**src/rtl/sreg_pkg.sv**
```systemverilog
// Shared definitions for the serial shift-register output path.
package sreg_pkg;

   localparam int unsigned SREG_WORD_W = 42;

   typedef enum logic [1:0] {
      StIdle,
      StIssue,
      StWaitDone,
      StLatch
   } sreg_sched_state_t;

endpackage

```
**src/rtl/rr_arbiter.sv**
```systemverilog
// Combinational round-robin arbiter: search starts one past the last grant and wraps.
module rr_arbiter #(
   parameter int unsigned N_REQ = 4
) (
   input  logic [N_REQ-1:0]         req,
   input  logic [$clog2(N_REQ)-1:0] last_grant,
   output logic [N_REQ-1:0]         gnt_oh,
   output logic [$clog2(N_REQ)-1:0] gnt_idx,
   output logic                     any_req
);

   localparam int unsigned IDX_W = $clog2(N_REQ);

   logic [IDX_W-1:0] cand;
   logic             found;

   assign any_req = |req;

   always_comb begin
      gnt_oh  = '0;
      gnt_idx = '0;
      cand    = '0;
      found   = 1'b0;
      // k = N_REQ lands back on last_grant itself, so it has lowest priority.
      for (int unsigned k = 1; k <= N_REQ; k++) begin
         cand = IDX_W'((32'(last_grant) + k) % N_REQ);
         if (!found && req[cand]) begin
            found        = 1'b1;
            gnt_oh[cand] = 1'b1;
            gnt_idx      = cand;
         end
      end
   end

endmodule

```
**src/rtl/sreg_sched.sv**
```systemverilog
// Round-robin scheduler feeding one shared shift-register chain: capture, hand off,
// wait for end-of-shift, then strobe the parallel latch. Aborts to idle on timeout.
module sreg_sched
   import sreg_pkg::*;
#(
   parameter int unsigned N_REQ     = 4,
   parameter int unsigned WORD_W    = SREG_WORD_W,
   parameter int unsigned LATCH_CYC = 4,
   parameter int unsigned TIMEOUT   = 256
) (
   input  logic                      clk,
   input  logic                      rst_n,
   input  logic [N_REQ-1:0]          req_valid,
   input  logic [N_REQ*WORD_W-1:0]   req_data,
   output logic [N_REQ-1:0]          req_ack,
   output logic                      ser_valid,
   input  logic                      ser_ready,
   output logic [WORD_W-1:0]         ser_data,
   input  logic                      ser_done,
   output logic                      latch,
   output logic [$clog2(N_REQ)-1:0]  grant_id,
   output logic                      busy,
   output logic                      err_timeout
);

   localparam int unsigned IDX_W  = $clog2(N_REQ);
   localparam int unsigned TCNT_W = $clog2(TIMEOUT);
   localparam int unsigned LCNT_W = $clog2(LATCH_CYC + 1);

   sreg_sched_state_t state;
   logic [IDX_W-1:0]  last_grant;
   logic [TCNT_W-1:0] tcnt;
   logic [LCNT_W-1:0] lcnt;

   logic [N_REQ-1:0]  gnt_oh;
   logic [IDX_W-1:0]  gnt_idx;
   logic              any_req;
   logic [WORD_W-1:0] win_word;

   rr_arbiter #(
      .N_REQ (N_REQ)
   ) u_arb (
      .req        (req_valid),
      .last_grant (last_grant),
      .gnt_oh     (gnt_oh),
      .gnt_idx    (gnt_idx),
      .any_req    (any_req)
   );

   assign win_word = req_data[gnt_idx*WORD_W +: WORD_W];

   always_ff @(posedge clk or negedge rst_n) begin
      if (!rst_n) begin
         state       <= StIdle;
         last_grant  <= IDX_W'(N_REQ - 1);
         tcnt        <= '0;
         lcnt        <= '0;
         req_ack     <= '0;
         ser_valid   <= 1'b0;
         ser_data    <= '0;
         latch       <= 1'b0;
         grant_id    <= '0;
         busy        <= 1'b0;
         err_timeout <= 1'b0;
      end else begin
         req_ack     <= '0;
         err_timeout <= 1'b0;
         unique case (state)
            StIdle: begin
               if (any_req) begin
                  ser_data   <= win_word;
                  grant_id   <= gnt_idx;
                  last_grant <= gnt_idx;
                  req_ack    <= gnt_oh;
                  ser_valid  <= 1'b1;
                  busy       <= 1'b1;
                  state      <= StIssue;
               end
            end
            StIssue: begin
               if (ser_ready) begin
                  ser_valid <= 1'b0;
                  tcnt      <= '0;
                  state     <= StWaitDone;
               end
            end
            StWaitDone: begin
               // ser_done is checked first so a completion on the last cycle still latches.
               if (ser_done) begin
                  latch <= 1'b1;
                  lcnt  <= LCNT_W'(LATCH_CYC - 1);
                  state <= StLatch;
               end else if (tcnt == TCNT_W'(TIMEOUT - 1)) begin
                  err_timeout <= 1'b1;
                  busy        <= 1'b0;
                  state       <= StIdle;
               end else begin
                  tcnt <= tcnt + 1'b1;
               end
            end
            StLatch: begin
               if (lcnt == '0) begin
                  latch <= 1'b0;
                  busy  <= 1'b0;
                  state <= StIdle;
               end else begin
                  lcnt <= lcnt - 1'b1;
               end
            end
            default: state <= StIdle;
         endcase
      end
   end

endmodule

```
**config.mk**
```make
export PLATFORM = sky130hd
export DESIGN_NAME = sreg_sched
export DESIGN_NICKNAME = d
export VERILOG_FILES = /design/src/rtl/sreg_pkg.sv /design/src/rtl/rr_arbiter.sv /design/src/rtl/sreg_sched.sv
export SDC_FILE = /design/constraint.sdc
export NUM_CORES = 1
export LEC_CHECK = 0
export ABC_AREA = 1
export CAP_MARGIN = 20
export CORE_AREA = 2 2 86 150
export CTS_BUF_LIST = sky130_fd_sc_hd__clkbuf_4 sky130_fd_sc_hd__clkbuf_8
export DETAILED_ROUTE_END_ITERATION = 10
export DIE_AREA = 0 0 88 152
export HOLD_SLACK_MARGIN = 0.15
export PLACE_DENSITY = 0.84
export SLEW_MARGIN = 20
export SYNTH_ARGS = -nofsm -noshare
export SYNTH_HDL_FRONTEND = slang
export SYNTH_SLANG_ARGS = --single-unit
```
**constraint.sdc**
```tcl
create_clock -name clk -period 3.17 [get_ports clk]
set_input_delay 0.317 -clock clk [delete_from_list [all_inputs] [get_ports clk]]
set_output_delay 0.317 -clock clk [all_outputs]
set_load 0.02 [all_outputs]
```
==> metrics.md, run 1 <==
| Metric | Value |
|---|---|
| Outcome | complete, no violations |
| Die height | between 150 and 200 um |
| Final HPWL from detailed placement | approximately 12 mm |
| Synth area leader | dfrtp_1 |
| Cells after Synth | between 800 and 900 |
| Core area | between 10000 and 15000 um^2 |
| Share of cells above drive strength 1 | 0.0356 |
| I/O pin total | 228 |
| WL/cell | 13.3 um |
| Placed insts | approximately 1200 |
| Num Clock Sinks | 67 |
| # nets final | between 1000 and 1500 |
| Clock-pin slew on the worst setup and hold paths | 0.08 ns |
| Final Hold Viols | 0 |
| Most frequent cell after synthesis | nand2_1 |
| Fin cells | approximately 1300 |
| Worst skew pair latency | roughly 0.35 ns |
| All-Layer GR Usage | 0.257 |
| PD cells | about 1200 nW/um^2 |
| Vias | around 6100 |
| Antenna violations before repair | 0 |
| Initial core utilization | 0.430 |
| Number of flops mapped to enable cells by yosys | 0 |
| Least-Margin Pin Slew | between 0.8 and 0.9 ns |
| TritonCTS clock tree | yes |
| Die area | 13400 um^2 |
| Critical Path AT | around 3.2 ns |
| Largest net degree at the start of global routing | between 60 and 70 |
| RSZ-0062 raised after global routing | false |
| Fmax | ~350 MHz |
| CP max FO | 26 |
| Die X | between 80 and 90 um |
| Vias in the first global route | between 5000 and 6000 |
| Post-DRT Antenna Nets | 0 |
| Slew Limit Fails | 0 |
| Number of inserted diodes | 0 |
| Setup TNS | 0 ns |
| WL final | ~17 mm |
| Post-synth design cell area | roughly 5300 um^2 |
| First-pass GRT wire length | around 27 mm |
| Class of the worst hold path | reg2reg |
| Drt pass-1 iters | 5 |
| Leakage | between 4 and 5 nW |
| Synth warnings | 0 |
| Drc violations | 0 |
| Most used flip-flop cell after synthesis | dfrtp_1 |
| Syn nets | roughly 1100 |
| Number of vias per cell | a little under 5 |
| Total congestion overflow | 0 |
| Share of the synthesized area in the top cell type | 0.309 |
| Maxcap violations | 0 |
| Seq/Total Area, Yosys | 0.319 |
| Post-layout total power | ~0.009 W |
| Worst-case clock buffer depth | 2 |
| Worst VDD drop | 710 uV |
| Num CTS Buffers | 9 |
| Area Overhead vs Synth | 48.3% |
| Critical path class | reg2reg |
| Tmin final | just under 3 ns |
| Worst path required time | 3.46 ns |
| Library cells used by synthesis | 26 |
| Root cell of the clock tree | clkbuf_8 |
| Post-synthesis async set-or-reset flop share | 1.00 |
| # rows | 54 |
| Final setup viols | 0 |
| Gpl congestion | 0.985 |
| Post-CTS Setup Bufs | 0 |
| Dominant cells by area after synthesis | dfrtp_1, nand2_1, nand3_1, inv_1, ha_1 |
| Final critical-path share of the clock period | 0.911 |
| Hold WS | slightly below 0.5 ns |
| Worst setup SP type | register |
| I/O Buffers | about 230 |
| DRT iter0 DRCs | about 240 |
| H-tree Lvls | 3 |
| CP endpoint kind | register |
| Rel. slew slack | 0.417 |
| Seq cells post-synth | 67 |
| Fin Clk Skew | 0.0139 ns |
| Average size of a mapped cell | approximately 5.9 um^2 |
| Commonest cells in the netlist | nand2_1, inv_1, nand3_1, dfrtp_1, buf_2 |
-- stage by stage --
step                      setup slack, ns   util  area [um^2]
after floorplan                     0.829      -         5260
after detailed placement            0.203  0.622         7600
final                               0.281  0.638         7800
after global placement              0.279  0.622         7600
after CTS                           0.171  0.637         7790
after global routing               0.0414  0.638         7800
-- kinds of logic (layout without fill, tap and decap cells) --
kind of cell / count (synthesis) / after routing / share of synthesized area
simple gates: 520 / 520 / 0.423
buf+inv: 250 / 460 / 0.194
flops: 67 / 67 / 0.319
compound gates: 37 / 37 / 0.0376
fa+ha+maj: 11 / 11 / 0.0262
-- timing repair --
action / in CTS / in global routing
setup endpoints to repair: 0 / 42
hold buffers: 1 / 0
gates resized for setup: 0 / 4
endpoints found under the hold margin: 65 / 0
-- cells in the final DEF (no fill, tap or decap) --
cell / count
nand2_1: 311
clkdlybuf4s50_1: 226
inv_1: 203
nand3_1: 181
dfrtp_1: 65
o21ai_0: 15
a21oi_1: 15
nor2_1: 11
ha_1: 11
clkbuf_8: 9
nor3_1: 7
buf_4: 7
nand2_2: 4
clkinvlp_4: 3
inv_2: 2
o22ai_1: 2
a31oi_1: 2
clkinv_4: 2
dfstp_2: 2
buf_12: 2
buf_6: 2
and3_1: 1
nor2_4: 1
nor4_1: 1
nor3_2: 1
a22oi_1: 1
nand4_4: 1
inv_4: 1
o21a_1: 1
o31ai_1: 1
nand4_1: 1
inv_6: 1
clkinv_2: 1
dlygate4sd3_1: 1
-- report_power, final --
part,switching [W],leakage (nW),internal [W]
logic,0.00431,3.46,0.00247
registers,0.000257,0.830,0.00128
clock network,0.000371,0.0818,0.000287
total,0.00494,4.37,0.00404
-- layer usage --
| metal | vias to the layer above | GRT usage | share of wire |
|---|---|---|---|
| met4 | 0 | 0.113 | 0.040 |
| met3 | 50 | 0.0462 | 0.062 |
| met2 | 250 | 0.476 | 0.55 |
| li1 | 3074 | - | - |
| met5 | - | 0 | 0 |
| met1 | 2757 | 0.272 | 0.35 |
-- registers in the layout, indices dropped and copies added (netlist names) --
register,flops
state,2
grant_id,2
req_ack,4
busy,1
latch,1
lcnt,3
ser_valid,1
ser_data,42
tcnt,8
err_timeout,1
last_grant,2
-- final timing paths --
path / depth (start not counted) / startpoint / endpoint / slack, ns
worst min-delay path: 2 / ser_data[20]$_DFFE_PN0P_ / ser_data[20]$_DFFE_PN0P_ / 0.48
worst max register to register: 15 / last_grant[0]$_DFFE_PN1P_ / ser_data[21]$_DFFE_PN0P_ / 0.28
worst min register to register: 2 / ser_data[20]$_DFFE_PN0P_ / ser_data[20]$_DFFE_PN0P_ / 0.48
max in group asynchronous: 2 / rst_n / ser_data[19]$_DFFE_PN0P_ / 1.97
worst max-delay path: 15 / last_grant[0]$_DFFE_PN1P_ / ser_data[21]$_DFFE_PN0P_ / 0.28
min in group asynchronous: 2 / rst_n / ser_data[10]$_DFFE_PN0P_ / 0.62
-- worst max-delay path, cell delays in order, from the launching register on --
cell	delay, ns
dfstp_2	0.70
inv_2	0.15
ha_1	0.37
inv_1	0.08
nand3_1	0.12
nand2_2	0.12
inv_1	0.11
nand2_1	0.05
nor2_1	0.15
nand3_1	0.11
nand2_2	0.12
buf_4	0.32
nand3_1	0.18
nand2_1	0.10
nand2_1	0.05
nand2_1	0.08
-- final cells by class --
cell class                 count  area (um^2)
fill                        1115         4430
timing repair buffer         238         2390
multi-input combinational    568         2570
inverter                     206          776
tap                          168          210
clock buffer                   9          124
clock inverter                 7         53.8
sequential                    67         1680
Power figures use the tool's default switching activity.
==> inputs of run 2 (changes only) <==
clock period = 3.3 ns   (was 3.17 ns; I/O delays follow)
==> run 2 against run 1 <==
  * Maximum frequency fell by 4.4%
  * Cell count about the same
  * Clock skew decreased by 0.0012 ns
  * Combinational power shrank 3.7%
  * Non-clock buffer count is 1 higher
  * Largest cell class unchanged
  * Die area unchanged
  * Utilization is 0.061 points higher
  * Setup slack got worse by 0.0038 ns
  * Critical endpoint is now ser_data[6]$_DFFE_PN0P_
  * Clock power is 7.0% higher
==> metrics.md, run 2 (synthesis results as in run 1) <==
| Metric | Value |
|---|---|
| First-pass GRT wire length | 26.6 mm (-2.7%) |
| Worst reg-to-reg setup slack | 0.28 ns (about the same) |
| Clock-pin slew on the worst setup and hold paths | 0.08 ns (about the same) |
| Post-DRT Antenna Nets | 0 (unchanged) |
| Most common cell after layout, fill and taps aside | nand2_1 |
| Vias in the first global route | 5712 (-3.6%) |
| Number of vias per cell | 4.85 (-0.14%) |
| Largest regs | ser_data (42), tcnt (8), req_ack (4) |
| CP max FO | 56 (+120%) |
| Antenna violations before repair | 0 (unchanged) |
| RR Startpoint | last_grant[1]$_DFFE_PN1P_ |
| Maxcap violations | 0 (unchanged) |
| Crit path buffers/inverters | 3 (-1) |
| Most frequent cells in the layout | nand2_1, clkdlybuf4s50_1, inv_1 |
| Final Hold Viols | 0 (unchanged) |
| CP endpoint kind | register |
| Stages on worst setup path | 14 (-1) |
| Slew Limit Fails | 0 (unchanged) |
| Drt pass-1 iters | 5 (unchanged) |
| PD cells | 1110 nW/um^2 (-3.1%) |
| Class of the worst hold path | reg2reg |
| Root cell of the clock tree | clkbuf_8 |
| Post-CTS Setup Bufs | 0 (unchanged) |
| Vias | 6127 (-0.065%) |
| Crit path top cell by count | nand2_1 |
| Worst VDD drop | 958 uV (+35%) |
| HP Start | ser_data[4]$_DFFE_PN0P_ |
| Placed insts | 1247 (+0.080%) |
| Drc violations | 0 (unchanged) |
| Hold depth | 2 (unchanged) |
| Final setup viols | 0 (unchanged) |
| Initial core utilization | 0.430 (unchanged) |
| # rows | 54 (unchanged) |
| Fin cells | 1264 (+0.079%) |
| Total congestion overflow | 0 (unchanged) |
| H-tree Lvls | 3 (unchanged) |
| All-Layer GR Usage | 0.253 (-0.00432) |
| Max reg flops | 42 (unchanged) |
| Largest net degree at the start of global routing | 68 (unchanged) |
| Setup TNS | 0 ns (unchanged) |
| Core area | 12200 um^2 (unchanged) |
| Number of inserted diodes | 0 (unchanged) |
| Area Overhead vs Synth | 48.5% (about the same) |
| Critical Path AT | 3.25 ns (+0.07 ns) |
| Largest register by flop count | ser_data |
| CP peak stage delay | 0.64 ns (-0.06 ns) |
| Final Cell Area | 7810 um^2 (about the same) |
| WL/cell | 13.3 um (+0.20%) |
| Gpl congestion | 0.939 (-4.6%) |
| Die height | 152 um (unchanged) |
| Critical path class | reg2reg |
| I/O Buffers | 227 (unchanged) |
| Worst path required time | 3.53 ns (+0.07 ns) |
| CP delay by family, top | simple AND/OR/NAND/NOR gates |
| Num Clock Sinks | 67 (unchanged) |
| Rel. slew slack | 0.408 (-0.00851) |
| Hold Crit Endpoint | ser_data[4]$_DFFE_PN0P_ |
| Share of cells above drive strength 1 | 0.0365 (+0.000880) |
| Final HPWL from detailed placement | 12.2 mm (-1.1%) |
| Crit-path cells | inv_1, ha_1, inv_1, nand3_1, nand2_2, o21ai_0, nand2_1, nand2_2, buf_4, nand3_1, nand3_1, nand2_1, nand2_1, nand2_1 |
| # nets final | 1278 (+0.078%) |
| DRT iter0 DRCs | 229 (-5.4%) |
| Tmin final | 3.02 ns (+0.134 ns) |
| CP max-delay cell | dfstp_2 |
| Area of placed instances | 7600 um^2 (about the same) |
| I/O pin total | 228 (unchanged) |
| Die area | 13400 um^2 (unchanged) |
| Num CTS Buffers | 9 (unchanged) |
| Setup ws final | 0.278 ns (-0.00381 ns) |
| Leakage | 4.39 nW (+0.39%) |
| Post-Place Worst Slack | 0.309 ns (+0.106 ns) |
| Fin Clk Skew | 0.0127 ns (-0.00124 ns) |
| WL final | 16.8 mm (+0.28%) |
| Die X | 88 um (unchanged) |
| Worst setup SP type | register |
| Outcome | complete, no violations |
| Fmax | 331 MHz (-4.4%) |
| Worst skew pair latency | 0.35 ns (about the same) |
| TritonCTS clock tree | yes |
| Reg2Reg Depth | 14 (-1) |
| CP startpoint | last_grant[1]$_DFFE_PN1P_ |
| RR Endpoint | ser_data[6]$_DFFE_PN0P_ |
| RSZ-0062 raised after global routing | false |
| Least-Margin Pin Slew | 0.888 ns (+0.0128 ns) |
| Final critical-path share of the clock period | 0.916 (+0.00465) |
| Worst-case clock buffer depth | 2 (unchanged) |
-- run 2: cell count changes in the layout (fill, tap and decap cells not counted), moves of 2 or more --
cell,delta
clkinvlp_4,-2
clkinv_2,+2
buf_4,+4
clkinv_4,-2
buf_6,-2
-- run 2: where the power goes --
group	internal, W	switching, W
registers	0.00123	0.000237
clock network	0.000374	0.000329
logic	0.00235	0.00418
-- run 2: worst register-to-register path, stage by stage, from the launching register on --
cell and delay, ns:
dfstp_2 0.64, inv_1 0.20, ha_1 0.39, inv_1 0.07, nand3_1 0.11, nand2_2 0.12, o21ai_0 0.19, nand2_1 0.10
nand2_2 0.10, buf_4 0.48, nand3_1 0.19, nand3_1 0.13, nand2_1 0.07, nand2_1 0.06, nand2_1 0.05
-- run 2: worst max-delay path by stage --
stage / end / slack (ns)
after detailed placement: ser_data[6]$_DFFE_PN0P_ / 0.31
after CTS: ser_data[6]$_DFFE_PN0P_ / 0.28
final: ser_data[6]$_DFFE_PN0P_ / 0.28
after floorplan: ser_data[0]$_DFFE_PN0P_ / 0.96
after global placement: ser_data[6]$_DFFE_PN0P_ / 0.38
after global routing: ser_data[21]$_DFFE_PN0P_ / 0.004
-- run 2: area by class of cell --
cell class	instances	area, um^2
Sequential cell	67	1680
Tap cell	168	210
Clock buffer	11	145
Timing Repair Buffer	239	2370
Inverter	206	776
Fill cell	1111	4420
Clock inverter	5	52.6
Multi-Input combinational cell	568	2570
-- run 2: metrics by stage --
| step | hold WS [ns] | utilization | power [W] |
|---|---|---|---|
| 6_report | 0.480 | 0.639 | 0.00870 |
| 5_1_grt | 0.493 | 0.639 | 0.00961 |
| 4_1_cts | 0.483 | 0.638 | 0.00871 |
| 3_5_place_dp | 0.464 | 0.621 | 0.00798 |
| 3_3_place_gp | 0.461 | 0.621 | 0.00788 |
| 2_1_floorplan | 0.0344 | - | 0.00622 |
-- run 2: what timing repair did --
item,in CTS,in global routing
endpoints found under the hold margin,65,0
endpoints found under the setup margin,0,1
hold buffers,1,0
resized for setup,0,2
-- run 2: per-layer routing --
layer | routed length (um) | up-vias | GRT usage
met5 | 0 | - | 0
met4 | 692 | 0 | 0.118
met3 | 1030 | 42 | 0.0489
met2 | 9020 | 244 | 0.458
met1 | 6100 | 2763 | 0.272
li1 | - | 3078 | -
